## config.mk

```make
export PLATFORM = sky130hd
export DESIGN_NAME = spi_flash_reader
export DESIGN_NICKNAME = d
export VERILOG_FILES = /design/src/rtl/mtl1_pkg.sv /design/src/rtl/sync_2ff.sv /design/src/rtl/spi_flash_reader.sv
export SDC_FILE = /design/constraint.sdc
export NUM_CORES = 1
export LEC_CHECK = 0
export ABC_AREA = 1
export BUFFER_PORTS_ARGS = -buffer_cell sky130_fd_sc_hd__buf_2
export CORE_MARGIN = 3
export CORE_UTILIZATION = 40
export CTS_CLUSTER_DIAMETER = 150
export DETAILED_ROUTE_END_ITERATION = 10
export GPL_ROUTABILITY_DRIVEN = 0
export SYNTH_ARGS = -nofsm -noshare
export SYNTH_HDL_FRONTEND = slang
export SYNTH_HIERARCHICAL = 1
export SYNTH_SLANG_ARGS = --single-unit
```

## constraint.sdc

```tcl
create_clock -name i_clk -period 4.31 [get_ports i_clk]
set_input_delay 1.0775 -clock i_clk [delete_from_list [all_inputs] [get_ports i_clk]]
set_output_delay 1.0775 -clock i_clk [all_outputs]
set_load 0.02 [all_outputs]
```

## src/rtl/mtl1_pkg.sv

```systemverilog
// Shared types and constants for the 6809 SPI flash window.
package mtl1_pkg;

  typedef enum logic [2:0] {
    ST_IDLE,
    ST_SETUP,
    ST_SHIFT,
    ST_HOLD,
    ST_DONE
  } state_t;

  localparam logic [7:0]  SPI_CMD_READ   = 8'h03;
  localparam int          SPI_FRAME_BITS = 40;
  localparam int          SPI_DATA_BITS  = 8;
  localparam logic [15:0] FLASH_WIN_BASE = 16'h3000;

  // Byte offset within the 4 KiB CPU window, added modulo 2^24 to the flash base.
  function automatic logic [23:0] flash_offset(input logic [23:0] base,
                                               input logic [15:0] addr);
    logic [15:0] win_off;
    win_off = (addr - FLASH_WIN_BASE) & 16'h0FFF;
    return base + {8'h00, win_off};
  endfunction

endpackage

```

## src/rtl/sync_2ff.sv

```systemverilog
// Two-flop synchronizer for asynchronous level inputs.
module sync_2ff #(
  parameter int WIDTH = 1
) (
  input  logic             clk,
  input  logic             rst_n,
  input  logic [WIDTH-1:0] d,
  output logic [WIDTH-1:0] q
);

  logic [WIDTH-1:0] meta;

  always_ff @(posedge clk or negedge rst_n) begin
    if (!rst_n) begin
      meta <= '0;
      q    <= '0;
    end else begin
      meta <= d;
      q    <= meta;
    end
  end

endmodule

```

## src/rtl/spi_flash_reader.sv

```systemverilog
// SPI READ engine: one byte per CPU access to the flash window, stretching the
// CPU cycle via o_ready and yielding the pads whenever the FT2232 owns the flash.
module spi_flash_reader
  import mtl1_pkg::*;
#(
  parameter int          CLK_DIV    = 2,
  parameter logic [23:0] FLASH_BASE = 24'h000000,
  parameter logic [7:0]  CMD_READ   = SPI_CMD_READ
) (
  input  logic        i_clk,
  input  logic        i_rst_n,
  input  logic        i_spi_ce,
  input  logic [15:0] i_address,
  input  logic        i_FT_CS,
  output logic [7:0]  o_data,
  output logic        o_ready,
  output logic        o_abort,
  output logic        o_spi_oe,
  output logic        o_spi_cs_n,
  output logic        o_spi_sck,
  output logic        o_spi_mosi,
  input  logic        i_spi_miso
);

  localparam int                DIV_W    = (CLK_DIV > 1) ? $clog2(CLK_DIV) : 1;
  localparam logic [DIV_W-1:0]  DIV_LAST = DIV_W'(CLK_DIV - 1);
  localparam logic [5:0]        BIT_LAST = 6'(SPI_FRAME_BITS - 1);
  localparam logic [5:0]        RX_FIRST = 6'(SPI_FRAME_BITS - SPI_DATA_BITS);

  logic [1:0] sync_q;
  logic       ce_s;
  logic       ft_s;
  logic       ce_d;

  state_t                    state;
  state_t                    state_nxt;
  logic [DIV_W-1:0]          div_cnt;
  logic [5:0]                bit_cnt;
  logic [SPI_FRAME_BITS-1:0] tx;
  logic [SPI_DATA_BITS-1:0]  rx;
  logic [SPI_FRAME_BITS-1:0] frame;

  logic start;
  logic abort_now;
  logic div_last;
  logic sck_rise;
  logic sck_fall;

  sync_2ff #(.WIDTH(2)) u_sync (
    .clk   (i_clk),
    .rst_n (i_rst_n),
    .d     ({i_spi_ce, i_FT_CS}),
    .q     (sync_q)
  );

  assign ce_s       = sync_q[1];
  assign ft_s       = sync_q[0];
  assign o_spi_mosi = tx[SPI_FRAME_BITS-1];

  always_comb begin
    start     = (state == ST_IDLE) && ce_s && !ce_d && ft_s;
    abort_now = !ft_s && ((state == ST_SETUP) || (state == ST_SHIFT) || (state == ST_HOLD));
    div_last  = (div_cnt == DIV_LAST);
    sck_rise  = (state == ST_SHIFT) && div_last && !o_spi_sck;
    sck_fall  = (state == ST_SHIFT) && div_last && o_spi_sck;
    frame     = {CMD_READ, flash_offset(FLASH_BASE, i_address), {SPI_DATA_BITS{1'b0}}};

    state_nxt = state;
    case (state)
      ST_IDLE:  if (start) state_nxt = ST_SETUP;
      ST_SETUP: if (abort_now) state_nxt = ST_DONE;
                else if (div_last) state_nxt = ST_SHIFT;
      ST_SHIFT: if (abort_now) state_nxt = ST_DONE;
                else if (sck_fall && (bit_cnt == BIT_LAST)) state_nxt = ST_HOLD;
      ST_HOLD:  if (abort_now || div_last) state_nxt = ST_DONE;
      ST_DONE:  if (!ce_s) state_nxt = ST_IDLE;
      default:  state_nxt = ST_IDLE;
    endcase
  end

  always_ff @(posedge i_clk or negedge i_rst_n) begin
    if (!i_rst_n) state <= ST_IDLE;
    else          state <= state_nxt;
  end

  always_ff @(posedge i_clk or negedge i_rst_n) begin
    if (!i_rst_n) begin
      ce_d       <= 1'b0;
      div_cnt    <= '0;
      bit_cnt    <= '0;
      tx         <= '0;
      o_data     <= 8'hFF;
      o_ready    <= 1'b1;
      o_abort    <= 1'b0;
      o_spi_oe   <= 1'b0;
      o_spi_cs_n <= 1'b1;
      o_spi_sck  <= 1'b0;
    end else begin
      ce_d     <= ce_s;
      o_spi_oe <= ft_s;

      if ((state == ST_SETUP || state == ST_SHIFT || state == ST_HOLD) && !div_last)
        div_cnt <= div_cnt + DIV_W'(1);
      else
        div_cnt <= '0;

      // The FT2232 taking the bus wins over any phase of a transfer in flight.
      if (abort_now) begin
        tx         <= '0;
        o_spi_cs_n <= 1'b1;
        o_spi_sck  <= 1'b0;
        o_data     <= 8'hFF;
        o_abort    <= 1'b1;
        o_ready    <= 1'b1;
      end else begin
        case (state)
          ST_IDLE: if (start) begin
            tx         <= frame;
            bit_cnt    <= '0;
            o_ready    <= 1'b0;
            o_abort    <= 1'b0;
            o_spi_cs_n <= 1'b0;
          end
          ST_SHIFT: if (div_last) begin
            o_spi_sck <= ~o_spi_sck;
            if (o_spi_sck) begin
              tx      <= tx << 1;
              bit_cnt <= bit_cnt + 6'd1;
            end
          end
          ST_HOLD: if (div_last) begin
            o_spi_cs_n <= 1'b1;
            o_ready    <= 1'b1;
            o_data     <= rx;
          end
          default: ;
        endcase
      end
    end
  end

  // Only the last SPI_DATA_BITS periods carry flash data; earlier MISO is don't-care.
  always_ff @(posedge i_clk) begin
    if (sck_rise && (bit_cnt >= RX_FIRST))
      rx <= {rx[SPI_DATA_BITS-2:0], i_spi_miso};
  end

endmodule

```

After elaboration in Yosys (flattened, before gate mapping)
Cells that the tools add are included.
{"block": "word_totals", "register_bits": 75, "input_bits": 21, "output_inout_bits": 14, "elab_cells": 98}
{"block": "classes", "add_sub_neg": 3, "magnitude_cmp": 1, "eq_ne": 16, "muxes": 30, "n_bitwise": 2, "n_reduce_logical": 33}
{"operator": "2-to-1 mux 40 bit", "n": 4}
{"operator": "case mux 40 bit (2 select lines)", "n": 1}
{"operator": "2-to-1 mux 8 bit", "n": 3}
{"operator": "2-to-1 mux 3 bit", "n": 7}
{"operator": "2-to-1 mux 6 bit", "n": 3}
{"operator": "inequality test 3 bit, second input constant", "n": 5}
{"operator": "case mux 3 bit (5 select lines)", "n": 1}
{"operator": "case mux 6 bit (2 select lines)", "n": 1}
{"operator": "nonzero test 2 bit", "n": 6}
{"operator": "subtractor 12 x 1 -> 12 bit, second input constant", "n": 1}
{"operator": "logical AND 1 bit", "n": 10}
{"operator": "AND reduction 5 bit", "n": 2}
{"operator": "2-to-1 mux 1 bit", "n": 9}
{"operator": "inequality test 2 bit, second input constant", "n": 4}
{"operator": "adder 6 x 1 -> 6 bit, second input constant", "n": 1}
{"operator": "== test 3 x 2 -> 1 bit, second input constant", "n": 2}
{"operator": "== test 6 bit, second input constant", "n": 1}
{"operator": ">= comparator 6 bit, second input constant", "n": 1}
{"operator": "AND reduction 2 bit", "n": 3}
{"operator": "nonzero test 3 bit", "n": 2}
{"operator": "logical NOT 1 bit", "n": 4}
{"operator": "AND reduction 4 bit", "n": 1}
{"operator": "== test 3 x 1 -> 1 bit, second input constant", "n": 1}
{"operator": "== test 3 bit, second input constant", "n": 1}
{"operator": "other kinds (8)", "n": 11}

Longest topological paths before layout
Gate-level depths: netlist of run 1.
{"block": "depth", "depth_word": 7, "depth_mapped": 9, "ltp_nobuf": 9}

Hierarchy
Netlist of run 1, hierarchy kept.
{"mod": "spi_flash_reader", "instances": 1, "cells_per_inst": 322, "area_per_inst_um2": 3047.9, "seq_area_each_um2": 1627.8}
{"mod": "sync_2ff", "instances": 1, "cells_per_inst": 4, "area_per_inst_um2": 100.1, "seq_area_each_um2": 100.1}

Worst setup path before layout of run 1
No wires, ideal clock.
{"block": "synth_path", "kind": "flip-flop to output port", "start": "register o_spi_cs_n", "end": "output port o_spi_cs_n", "arrival_time_ns": 0.728, "required_time_ns": 3.233, "setup_slack_ns": 2.504, "stages_incl_launch_ff": 2, "n_path_buf": 1, "cell_sequence": "dfstp_2 -> buf_4"}
{"element": "start: declaration", "line_no": "spi_flash_reader.sv:19", "text": "output logic o_spi_cs_n,"}
{"element": "start signal: assignment", "line_no": "spi_flash_reader.sv:96", "text": "o_spi_cs_n <= 1'b1;"}
{"element": "start signal: assignment", "line_no": "spi_flash_reader.sv:110", "text": "o_spi_cs_n <= 1'b1;"}
{"element": "start signal: assignment", "line_no": "spi_flash_reader.sv:122", "text": "o_spi_cs_n <= 1'b0;"}
No word-level cell between the ends.

Final worst setup path of run 1
{"block": "layout_path", "start": "register state[2]", "end": "register rx[1], enable pin"}
{"block": "layout_between", "elab_chain_len": 4}
{"element": "start: declaration", "line_no": "spi_flash_reader.sv:35", "text": "state_t state;"}
{"element": "start signal: assignment", "line_no": "spi_flash_reader.sv:83", "text": "else state <= state_nxt;"}
{"element": "== test 3 x 2 -> 1 bit", "line_no": "spi_flash_reader.sv:64", "text": "sck_rise = (state == ST_SHIFT) && div_last && !o_spi_sck;"}
{"element": "logical AND 1 bit (2 in a row)", "line_no": "spi_flash_reader.sv:64"}
{"element": "logical AND 1 bit", "line_no": "spi_flash_reader.sv:144", "text": "if (sck_rise && (bit_cnt >= RX_FIRST))"}
{"element": "end signal: assignment", "line_no": "spi_flash_reader.sv:145", "text": "rx <= {rx[SPI_DATA_BITS-2:0], i_spi_miso};"}
{"element": "end: declaration", "line_no": "spi_flash_reader.sv:40", "text": "logic [SPI_DATA_BITS-1:0] rx;"}
Every way passes these cells.
A chain may end at the register's enable or synchronous reset.

==> out/results.tsv, run 1 <==
stage	metric	value	unit
outcome	outcome	completed	
finish	drive_above_1_share	0.314	
critical_path	critPathLaunch	state[2]$_DFFE_PN0P_	
power_and_ir_drop	power.leakage	0.00164	uW
logic_synthesis	syn-num-nets	349	
routing	ant_nets	0	
job	maxCapViolations	0	
power_and_ir_drop	peakVddDrop	0.368	mV
global_routing	grt_overflow_total	0	
logic_synthesis	synth.avg_cell_area	9.66	um2
clock_network	postCtsSetupRepairBufs	0	
routing	wl_per_cell	12.0	um
global_routing	grt_max_degree	65	
floorplan	io_pins	35	
timing	finalHoldViolCount	0	
logic_synthesis	synth_cell_type_count	32	
floorplan	fp.dieH	94.7	um
power_and_ir_drop	powerDensity	675	mW/mm2
global_routing	grt_pass1_vias	2131	
finish	nFillCells	755	
power_and_ir_drop	comb_power_share	0.404	
clock_network	cts.clk_slew.worst_paths	60	ps
clock_network	cts_tree	yes	
critical_path	required	4260	ps
clock_network	cts_buffers	9	
placement	dpl.hpwl	3.51	mm
finish	fin_util	0.470	
timing	fin_setup_tns	0	ps
critical_path	endpoint_kind	flip-flop	
routing	firstDrtPassIters	4	
global_routing	antenna_found_initial	0	
finish	n_antenna_cell	0	
clock_network	root_buffer	clkbuf_8	
critical_path	critPathKind	flip-flop to flip-flop	
floorplan	fp-row-count	31	
global_routing	grtUsageTotal	0.139	
logic_synthesis	yosysSeqAreaShare	0.549	
clock_network	clkLatencyLatePin	340	ps
worst_hold_path	min-delay-start	u_sync/meta[0]$_DFF_PN0_	
timing	finalMaxSlewViolations	0	
critical_path	crit_path_start_kind	flip-flop	
floorplan	start_util	0.423	
critical_path	cp_data_arrival_time	2320	ps
floorplan	dieArea	0.00897	mm2
floorplan	die_x	94.7	um
global_routing	grt_pass1_wl	9.75	mm
power_and_ir_drop	cellInternalPower	1360	uW
placement	portBuffers	30	
timing	finClkSkew	14.0	ps
clock_network	cts_buffer_depth	2	
routing	vias_per_cell	4.72	
power_and_ir_drop	p_sw_frac	0.425	
logic_synthesis	synthCells	326	
timing	post-route-min-period	2370	ps
critical_path	cp_max_fo	29	
timing	worst_pin_slew	1110	ps
routing	drc	0	
finish	area_growth	11.2	%
clock_network	cts_hold_buf	0	
floorplan	core	0.00745	mm2
clock_network	htreeDepth	3	
worst_hold_path	hold_path.class	flip-flop to flip-flop	
finish	nets	378	
timing	finalSetupViolations	0	
logic_synthesis	ys_ff_latch	67	
routing	first_iter_violations	122	
power_and_ir_drop	switchingPower	1000	uW
clock_network	cts_resized	0	
timing	fmax	0.422	GHz
logic_synthesis	yosys_warnings	6	
timing	fin_crit_sh	0.549	
clock_network	cts.sinks	67	
power_and_ir_drop	p_seq_frac	0.392	
timing	slew-limit-headroom	0.252	
routing	routed_wl	5.50	mm
logic_synthesis	synth_area	0.00315	mm2
routing	vias	2167	
timing	rsz0062_at_grt	no	
critical_path	r2r-start	state[2]$_DFFE_PN0P_	
power_and_ir_drop	clock_power_share	0.204	
state kept, by name (all words and copies together), names as in the netlist:
name         count
o_spi_sck        1
rx               8
bit_cnt          6
state            3
u_sync/meta      2
tx              32
u_sync/q         2
div_cnt          1
o_abort          1
ce_d             1
o_spi_cs_n       1
o_data           8
o_spi_oe         1
Yosys cell counts, drive strengths merged:
library cell | count | share of area
dfstp | 9 | 0.075
nand3b | 1 | 0.0024
a31oi | 8 | 0.016
nand3 | 11 | 0.023
ha | 2 | 0.0079
or2 | 1 | 0.0020
a21oi | 3 | 0.0060
inv | 30 | 0.036
nand4 | 2 | 0.0040
xor2 | 1 | 0.0028
buf | 13 | 0.037
o211ai | 12 | 0.029
edfxtp | 8 | 0.076
nor3 | 2 | 0.0032
o21ai | 42 | 0.10
nor2 | 12 | 0.021
clkbuf | 1 | 0.0012
o21bai | 1 | 0.0024
nand2 | 117 | 0.15
dfrtp | 50 | 0.40
per-layer routing:
metal  GRT usage  up-vias  routed length [um]
li1            -     1114                   -
met1       0.185     1022                2770
met2       0.207       23                2450
met3      0.0406        8                 174
met4      0.0697        0                 104
met5           0        -                   0
metrics by stage:
step	total power, uW	setup slack (ps)	std cells	hold slack (ps)	instance area [um2]
finish	2360	1940	459	349	3500
global route	2550	1770	459	359	3500
CTS	2400	1930	459	350	3500
detailed placement	1910	1930	443	335	3320
global placement	1890	2020	443	333	3320
floorplan	1820	2500	326	331	3150
power by group through the flow:
stage / Combinational [uW] / Clock (uW) / Sequential (uW)
after global placement: 960 / 0 / 934
final: 953 / 483 / 925
after CTS: 974 / 501 / 926
after detailed placement: 971 / 0 / 936
after global routing: 1080 / 528 / 943
after floorplan: 843 / 0 / 979
layout make-up:
type / instances / area [um2] / area share
flip-flops and latches: 67 / 1730 / 0.494
repair buffers: 32 / 165 / 0.0472
clock inverters: 2 / 10.0 / 0.00286
clock buffers: 14 / 173 / 0.0493
inverters: 30 / 113 / 0.0322
well taps: 99 / 124 / 0.0354
multi-input cells: 215 / 1190 / 0.339
placed cells by master (no fill, tap or decap):
master    count
inv_1        26
nand3_2       1
o21bai_1      1
xor2_1        1
nand2_1     102
nor3_1        2
buf_2        30
a21oi_2       1
clkinv_2      2
nand4_1       2
a21oi_1       2
nand3_1       9
dfrtp_1      50
nor2_2        2
nand3_4       1
or2_2         1
o21ai_1       5
o211ai_1     12
ha_1          2
nand2_4       1
buf_4         2
dfstp_2       9
nor2_8        1
a31oi_1       8
inv_2         4
nor2_1        9
o21ai_2      32
edfxtp_1      8
o21ai_0       5
nand3b_1      1
nand2_2      14
clkbuf_1      2
clkbuf_8     12
path summary, 6_finish.rpt:
| kind | end | slack, ps | cells past startpoint |
|---|---|---|---|
| min reg2reg | u_sync/q[0]$_DFF_PN0_ | 350 | 0 |
| min | u_sync/q[0]$_DFF_PN0_ | 350 | 0 |
| max reg2reg | rx[1]$_DFFE_PP_ | 1940 | 6 |
| max in group asynchronous | o_spi_cs_n$_DFFE_PN1P_ | 2620 | 2 |
| min in group asynchronous | tx[17]$_DFFE_PN0P_ | 810 | 1 |
| max | rx[1]$_DFFE_PP_ | 1940 | 6 |
worst max-delay path: stages, from the launching register on:
cell and delay, ps:
dfrtp_1 460, nor2_1 110, nand2_1 60, buf_4 240, inv_2 160, nand2_1 80
nor3_1 860
logic make-up (layout without fill, tap and decap cells):
kind of cell	Yosys count	in the layout	synth area share
compound gates	66	66	0.158
simple gates	146	146	0.209
fa+ha+maj	2	2	0.00795
buf+inv	44	78	0.0739
xor+xnor	1	1	0.00278
flops	67	67	0.549
Note: power is estimated with default switching activity, not from simulation.
==> inputs of run 2 (changes only) <==
--- a/config.mk
+++ b/config.mk
@@ -5,7 +5,7 @@
 export SDC_FILE = /design/constraint.sdc
 export NUM_CORES = 1
 export LEC_CHECK = 0
-export ABC_AREA = 1
+export ABC_AREA = 0
 export BUFFER_PORTS_ARGS = -buffer_cell sky130_fd_sc_hd__buf_2
 export CORE_MARGIN = 3
 export CORE_UTILIZATION = 40
==> constraint.sdc (replaced) <==
create_clock -name i_clk -period 2.2 [get_ports i_clk]
set_input_delay 0.55 -clock i_clk [delete_from_list [all_inputs] [get_ports i_clk]]
set_output_delay 0.55 -clock i_clk [all_outputs]
set_load 0.02 [all_outputs]
==> run 2 against run 1 <==
Effect of this change:
- worst setup slack got worse by 1500 ps
- power increased by 59%
- register-to-register slack got worse by 1500 ps
- core utilization increased by 1.6 points
- global-route usage decreased by 0.080 points
- maximum frequency increased by 35%
- cell area increased by 2.4%
- critical endpoint is now tx[9]$_DFFE_PN0P_
- critical path depth decreased by 1
- sequential power increased by 83%
==> out/results.tsv, run 2 <==
stage	metric	value	unit
floorplan	start_util	0.420	
timing	worst_pin_slew	632	ps
clock_network	clkLatencyLatePin	330	ps
global_routing	grtUsageTotal	0.138	
routing	topRoutingLayerUsed	met4	
floorplan	fp-row-count	31	
routing	vias_per_cell	4.86	
global_routing	grt_overflow_total	0	
finish	reg.largest.list	tx: 32 flops, o_data: 8 flops, rx: 8 flops	
finish	layout_commonest_cell	dfrtp_1	
critical_path	required	2410	ps
logic_synthesis	synth.most_common_cell	dfrtp_1	
critical_path	cp_max_fo	32	
power_and_ir_drop	peakVddDrop	0.571	mV
clock_network	cts.sinks	67	
logic_synthesis	synth_area	0.00310	mm2
finish	layout_common_cells	50 x dfrtp_1, 34 x nand2_1, 30 x buf_2	
clock_network	cts.clk_slew.worst_paths	70	ps
critical_path	critPathKind	flip-flop to flip-flop	
finish	top_register	tx	
critical_path	endpoint_kind	flip-flop	
logic_synthesis	netlist.area_leader.share	0.404	
clock_network	cts_resized	0	
routing	wl_met1	2.73	mm
timing	finalSetupViolations	0	
logic_synthesis	ys_async_sr_fraction	0.881	
logic_synthesis	synth_common_cells	50 x dfrtp_1, 34 x nand2_1, 24 x o21ai_0, 22 x inv_1, 18 x mux2i_1	
logic_synthesis	yosysSeqAreaShare	0.558	
placement	portBuffers	30	
floorplan	fp.dieH	94.0	um
timing	finClkSkew	6.73	ps
finish	n_antenna_cell	0	
floorplan	core	0.00737	mm2
logic_synthesis	synth.avg_cell_area	11.5	um2
timing	finalHoldViolCount	0	
floorplan	io_pins	35	
timing	finalMaxSlewViolations	0	
routing	first_iter_violations	68	
routing	ant_nets	0	
finish	nets	327	
logic_synthesis	synth_cell_type_count	50	
clock_network	cts_buffer_depth	2	
logic_synthesis	synth-edff-count	8	
logic_synthesis	synthCells	269	
routing	firstDrtPassIters	4	
timing	fin_crit_sh	0.798	
critical_path	crit_chain	a21bo_4 -> a21oi_2 -> a211o_1 -> buf_12 -> mux2_2	
finish	drive_above_1_share	0.304	
clock_network	cts_buffers	9	
global_routing	antenna_found_initial	0	
global_routing	grt_pass1_wl	9.47	mm
global_routing	grt_pass1_vias	2051	
routing	drc	0	
finish	largest_reg_flops	32	
clock_network	cts_tree	yes	
power_and_ir_drop	powerDensity	1050	mW/mm2
power_and_ir_drop	finalPower	3760	uW
routing	wl_per_cell	13.6	um
timing	slew-limit-headroom	0.577	
clock_network	htreeDepth	3	
critical_path	crit_family	compound AO/OA/AOI/OAI gates	
outcome	outcome	completed	
floorplan	dieArea	0.00883	mm2
logic_synthesis	netlist_top_cells_area	dfrtp_1 40%, edfxtp_1 7.8%, dfstp_2 7.6%, mux2i_1 5.8%, mux2_4 5.8%	
critical_path	crit_slowest_cell	dfrtp_1	
floorplan	die_x	94.0	um
timing	fin_setup_tns	0	ps
timing	fmax	0.569	GHz
worst_hold_path	hold_path.class	input pin to asynchronous set/reset pin	
logic_synthesis	yosysTopAreaCell	dfrtp_1	
global_routing	grt_max_degree	60	
routing	wl_met3	173	um
critical_path	cp_data_arrival_time	1970	ps
job	maxCapViolations	0	
timing	post-route-min-period	1760	ps
logic_synthesis	yosys_warnings	6	
routing	vias	1983	
timing	rsz0062_at_grt	no	
clock_network	postCtsSetupRepairBufs	0	
critical_path	crit_path_start_kind	flip-flop	
routing	dr_wl_met2	2.56	mm
routing	routed_wl	5.55	mm
power_and_ir_drop	power.leakage	0.00162	uW
clock_network	cts_hold_buf	0	
critical_path	worst-path-buf-inv	1	
clock_network	root_buffer	clkbuf_8	
placement	dpl.hpwl	3.58	mm
critical_path	max_stage_delay	460	ps
logic_synthesis	syn-num-nets	292	
logic_synthesis	synth-main-ff-cell	dfrtp_1	
logic_synthesis	ys_ff_latch	67	
finish	area_growth	15.8	%
## run 2: final cells by class
cell class,instances,area [um2]
timing repair buffer,40,250
clock buffer,12,155
inverter,23,86.3
sequential,67,1730
tap,99,124
fill,676,3790
clock inverter,4,72.6
multi-input combinational,163,1170
## run 2: kinds of logic (layout without fill, tap and decap cells)
| family | Yosys count | after routing | synth area share |
|---|---|---|---|
| simple gates | 74 | 74 | 0.118 |
| fa+ha+maj | 2 | 2 | 0.00808 |
| xor+xnor | 3 | 3 | 0.00849 |
| compound gates | 51 | 51 | 0.116 |
| buf+inv | 39 | 79 | 0.0647 |
| mux | 33 | 33 | 0.127 |
| flops | 67 | 67 | 0.558 |
## run 2: layer usage
| metal | up-vias | global-route usage |
|---|---|---|
| li1 | 991 | - |
| met1 | 955 | 0.186 |
| met2 | 29 | 0.209 |
| met3 | 8 | 0.0296 |
| met4 | 0 | 0.0722 |
| met5 | - | 0 |
## run 2: worst register-to-register path, stage by stage, from the launching register on
cell	delay, ps
dfrtp_1	460
a21bo_4	280
a21oi_2	130
a211o_1	150
buf_12	260
mux2_2	370
## run 2: worst paths after layout
check	to	from	depth (start not counted)	slack (ps)
max	tx[9]$_DFFE_PN0P_	div_cnt$_DFF_PN0_	5	440
min	tx[39]$_DFFE_PN0P_	i_rst_n	2	210
max reg2reg	tx[9]$_DFFE_PN0P_	div_cnt$_DFF_PN0_	5	440
min reg2reg	u_sync/q[0]$_DFF_PN0_	u_sync/meta[0]$_DFF_PN0_	0	350
max in group asynchronous	o_data[1]$_DFFE_PN1P_	i_rst_n	2	1680
min in group i_clk	u_sync/meta[1]$_DFF_PN0_	i_spi_ce	1	320
## run 2: through the flow
| step | util | hold slack, ps | instances | cell area, um2 | setup WS (ps) |
|---|---|---|---|---|---|
| final | 0.486 | 213 | 408 | 3580 | 444 |
| after floorplan | - | 254 | 269 | 3100 | 245 |
| after global routing | 0.486 | 232 | 408 | 3580 | 324 |
| after CTS | 0.486 | 214 | 408 | 3580 | 447 |
| after detailed placement | 0.455 | 336 | 392 | 3360 | 461 |
| after global placement | 0.455 | 333 | 392 | 3360 | 451 |
## run 2: where the power goes
part           switching, uW  internal, uW  total (uW)
clock                    448           699        1150
sequential               149          1540        1690
combinational            461           467         928
total                   1060          2710        3760
==> inputs of run 3 (changes only) <==
--- a/config.mk
+++ b/config.mk
@@ -5,7 +5,7 @@
 export SDC_FILE = /design/constraint.sdc
 export NUM_CORES = 1
 export LEC_CHECK = 0
-export ABC_AREA = 0
+export ABC_AREA = 1
 export BUFFER_PORTS_ARGS = -buffer_cell sky130_fd_sc_hd__buf_2
 export CORE_MARGIN = 3
 export CORE_UTILIZATION = 40
==> constraint.sdc (replaced) <==
create_clock -name i_clk -period 1.7 [get_ports i_clk]
set_input_delay 0.425 -clock i_clk [delete_from_list [all_inputs] [get_ports i_clk]]
set_output_delay 0.425 -clock i_clk [all_outputs]
set_load 0.02 [all_outputs]
==> run 3 against run 2 <==
Effect of this change:
- worst setup slack got worse by 300 ps
- largest cell class unchanged
- first-iteration DRC count up 50%
- global-route usage grew 0.30 points
- highest routed layer unchanged
- count of clock-buffer cells in the layout is 3 lower
- power grew 81%
- routed wire length rose by 0.20%
==> out/results.tsv, run 3 (same netlist as run 1, synthesis figures left out) <==
stage	metric	value	unit
timing	finClkSkew	8.03	ps
clock_network	clkLatencyLatePin	340	ps
critical_path	crit_path_start_kind	flip-flop	
outcome	outcome	completed	
critical_path	crit_chain	nor2_1 -> nand2_1 -> inv_2 -> nand2_2 -> nand3_2 -> nand2_4 -> buf_12 -> nand2_1 -> o21ai_2	
timing	slew-limit-headroom	0.715	
routing	wl_per_cell	11.7	um
finish	seq_area	0.00173	mm2
floorplan	fp.dieH	94.7	um
job	maxCapViolations	0	
clock_network	root_buffer	clkbuf_8	
routing	firstDrtPassIters	4	
floorplan	dieArea	0.00897	mm2
critical_path	critPathKind	flip-flop to flip-flop	
global_routing	grt_pass1_vias	2189	
power_and_ir_drop	power.leakage	0.00177	uW
clock_network	htreeDepth	3	
routing	ant_nets	0	
floorplan	start_util	0.423	
timing	finalSetupViolations	0	
finish	final_cells	475	
routing	routed_wl	5.56	mm
timing	fmax	0.643	GHz
critical_path	cpMostUsedCell	nand2_1	
floorplan	fp-row-count	31	
power_and_ir_drop	powerDensity	1820	mW/mm2
critical_path	r2r-start	state[2]$_DFFE_PN0P_	
timing	worst_pin_slew	427	ps
routing	first_iter_violations	102	
clock_network	cts_buffers	9	
finish	layout_commonest_cell	nand2_1	
power_and_ir_drop	finalPower	6830	uW
finish	drive_above_1_share	0.351	
critical_path	cp_max_fo	22	
timing	finalMaxSlewViolations	0	
finish	multiInputGateArea	0.00119	mm2
critical_path	worst-path-buf-inv	2	
critical_path	crit_slowest_cell	dfrtp_1	
finish	top_register	tx	
global_routing	grt_overflow_total	0	
placement	placed_cells	458	
floorplan	io_pins	35	
finish	area_growth	19.4	%
global_routing	grtUsageTotal	0.141	
timing	fin_crit_sh	0.915	
floorplan	die_x	94.7	um
worst_hold_path	hold_path.class	input pin to asynchronous set/reset pin	
clock_network	cts.clk_slew.worst_paths	70	ps
routing	drc	0	
finish	largest_reg_flops	32	
finish	layout_common_cells	102 x nand2_1, 50 x dfrtp_1, 32 x o21ai_2	
placement	portBuffers	30	
clock_network	cts.sinks	67	
routing	vias_per_cell	4.76	
finish	nets	394	
clock_network	cts_hold_buf	0	
floorplan	core	0.00745	mm2
critical_path	required	1930	ps
timing	fin_setup_tns	0	ps
power_and_ir_drop	peakVddDrop	0.638	mV
clock_network	cts_resized	0	
clock_network	cts_buffer_depth	2	
global_routing	grt_pass1_wl	9.85	mm
critical_path	critPathLaunch	state[2]$_DFFE_PN0P_	
routing	vias	2263	
critical_path	cp_data_arrival_time	1780	ps
timing	post-route-min-period	1560	ps
finish	fin_util	0.505	
critical_path	crit_family	simple AND/OR/NAND/NOR gates	
critical_path	max_stage_delay	450	ps
clock_network	cts_tree	yes	
placement	dpl.hpwl	3.71	mm
timing	rsz0062_at_grt	no	
finish	n_antenna_cell	0	
finish	reg.largest.list	tx: 32 flops, o_data: 8 flops, rx: 8 flops	
critical_path	endpoint_kind	flip-flop	
finish	nFillCells	738	
timing	finalHoldViolCount	0	
global_routing	grt_max_degree	29	
global_routing	antenna_found_initial	0	
-- run 3: where the power goes --
group	switching [uW]	internal (uW)	total, uW
sequential	247	2070	2320
clock	609	971	1580
combinational	1820	1120	2930
total	2670	4160	6830
-- run 3: worst reg2reg max path, stage by stage (launching register included) --
cell	delay, ps
dfrtp_1	450
nor2_1	120
nand2_1	120
inv_2	130
nand2_2	80
nand3_2	80
nand2_4	140
buf_12	210
nand2_1	80
o21ai_2	50
-- run 3: final timing paths --
kind                                                  to  slack (ps)  depth (start not counted)
worst max-delay path                  tx[23]$_DFFE_PN0P_         140                          9
worst min-delay path                  tx[13]$_DFFE_PN0P_          10                          1
worst max register to register        tx[23]$_DFFE_PN0P_         140                          9
worst min register to register     u_sync/q[1]$_DFF_PN0_         350                          0
max in group asynchronous          o_data[0]$_DFFE_PN1P_        1130                          2
min in group i_clk              u_sync/meta[0]$_DFF_PN0_         190                          1
-- run 3: through the flow --
stage	instance area, um2	setup WS [ps]	hold slack, ps
after floorplan	3150	173	129
after global placement	3510	96.9	334
after detailed placement	3510	107	337
after CTS	3750	87.1	15.0
after global routing	3760	22.0	15.7
final	3760	144	13.9
-- run 3: cell type report --
class                           count  area share
Timing Repair Buffer               48      0.0959
Sequential cell                    67       0.460
Clock inverter                      7      0.0310
Multi-Input combinational cell    215       0.317
Inverter                           30      0.0300
Tap cell                           99      0.0330
Clock buffer                        9      0.0330
-- run 3: what timing repair did --
item                                   in CTS  in global routing
setup endpoints to repair                   0                  6
setup buffers                               0                  1
endpoints found under the hold margin       0                  0
-- run 3: metal layers --
| layer | global-route usage | share of wire |
|---|---|---|
| met3 | 0.0534 | 0.049 |
| met4 | 0.0469 | 0.012 |
| met2 | 0.208 | 0.46 |
| met5 | 0 | 0 |
| met1 | 0.191 | 0.48 |
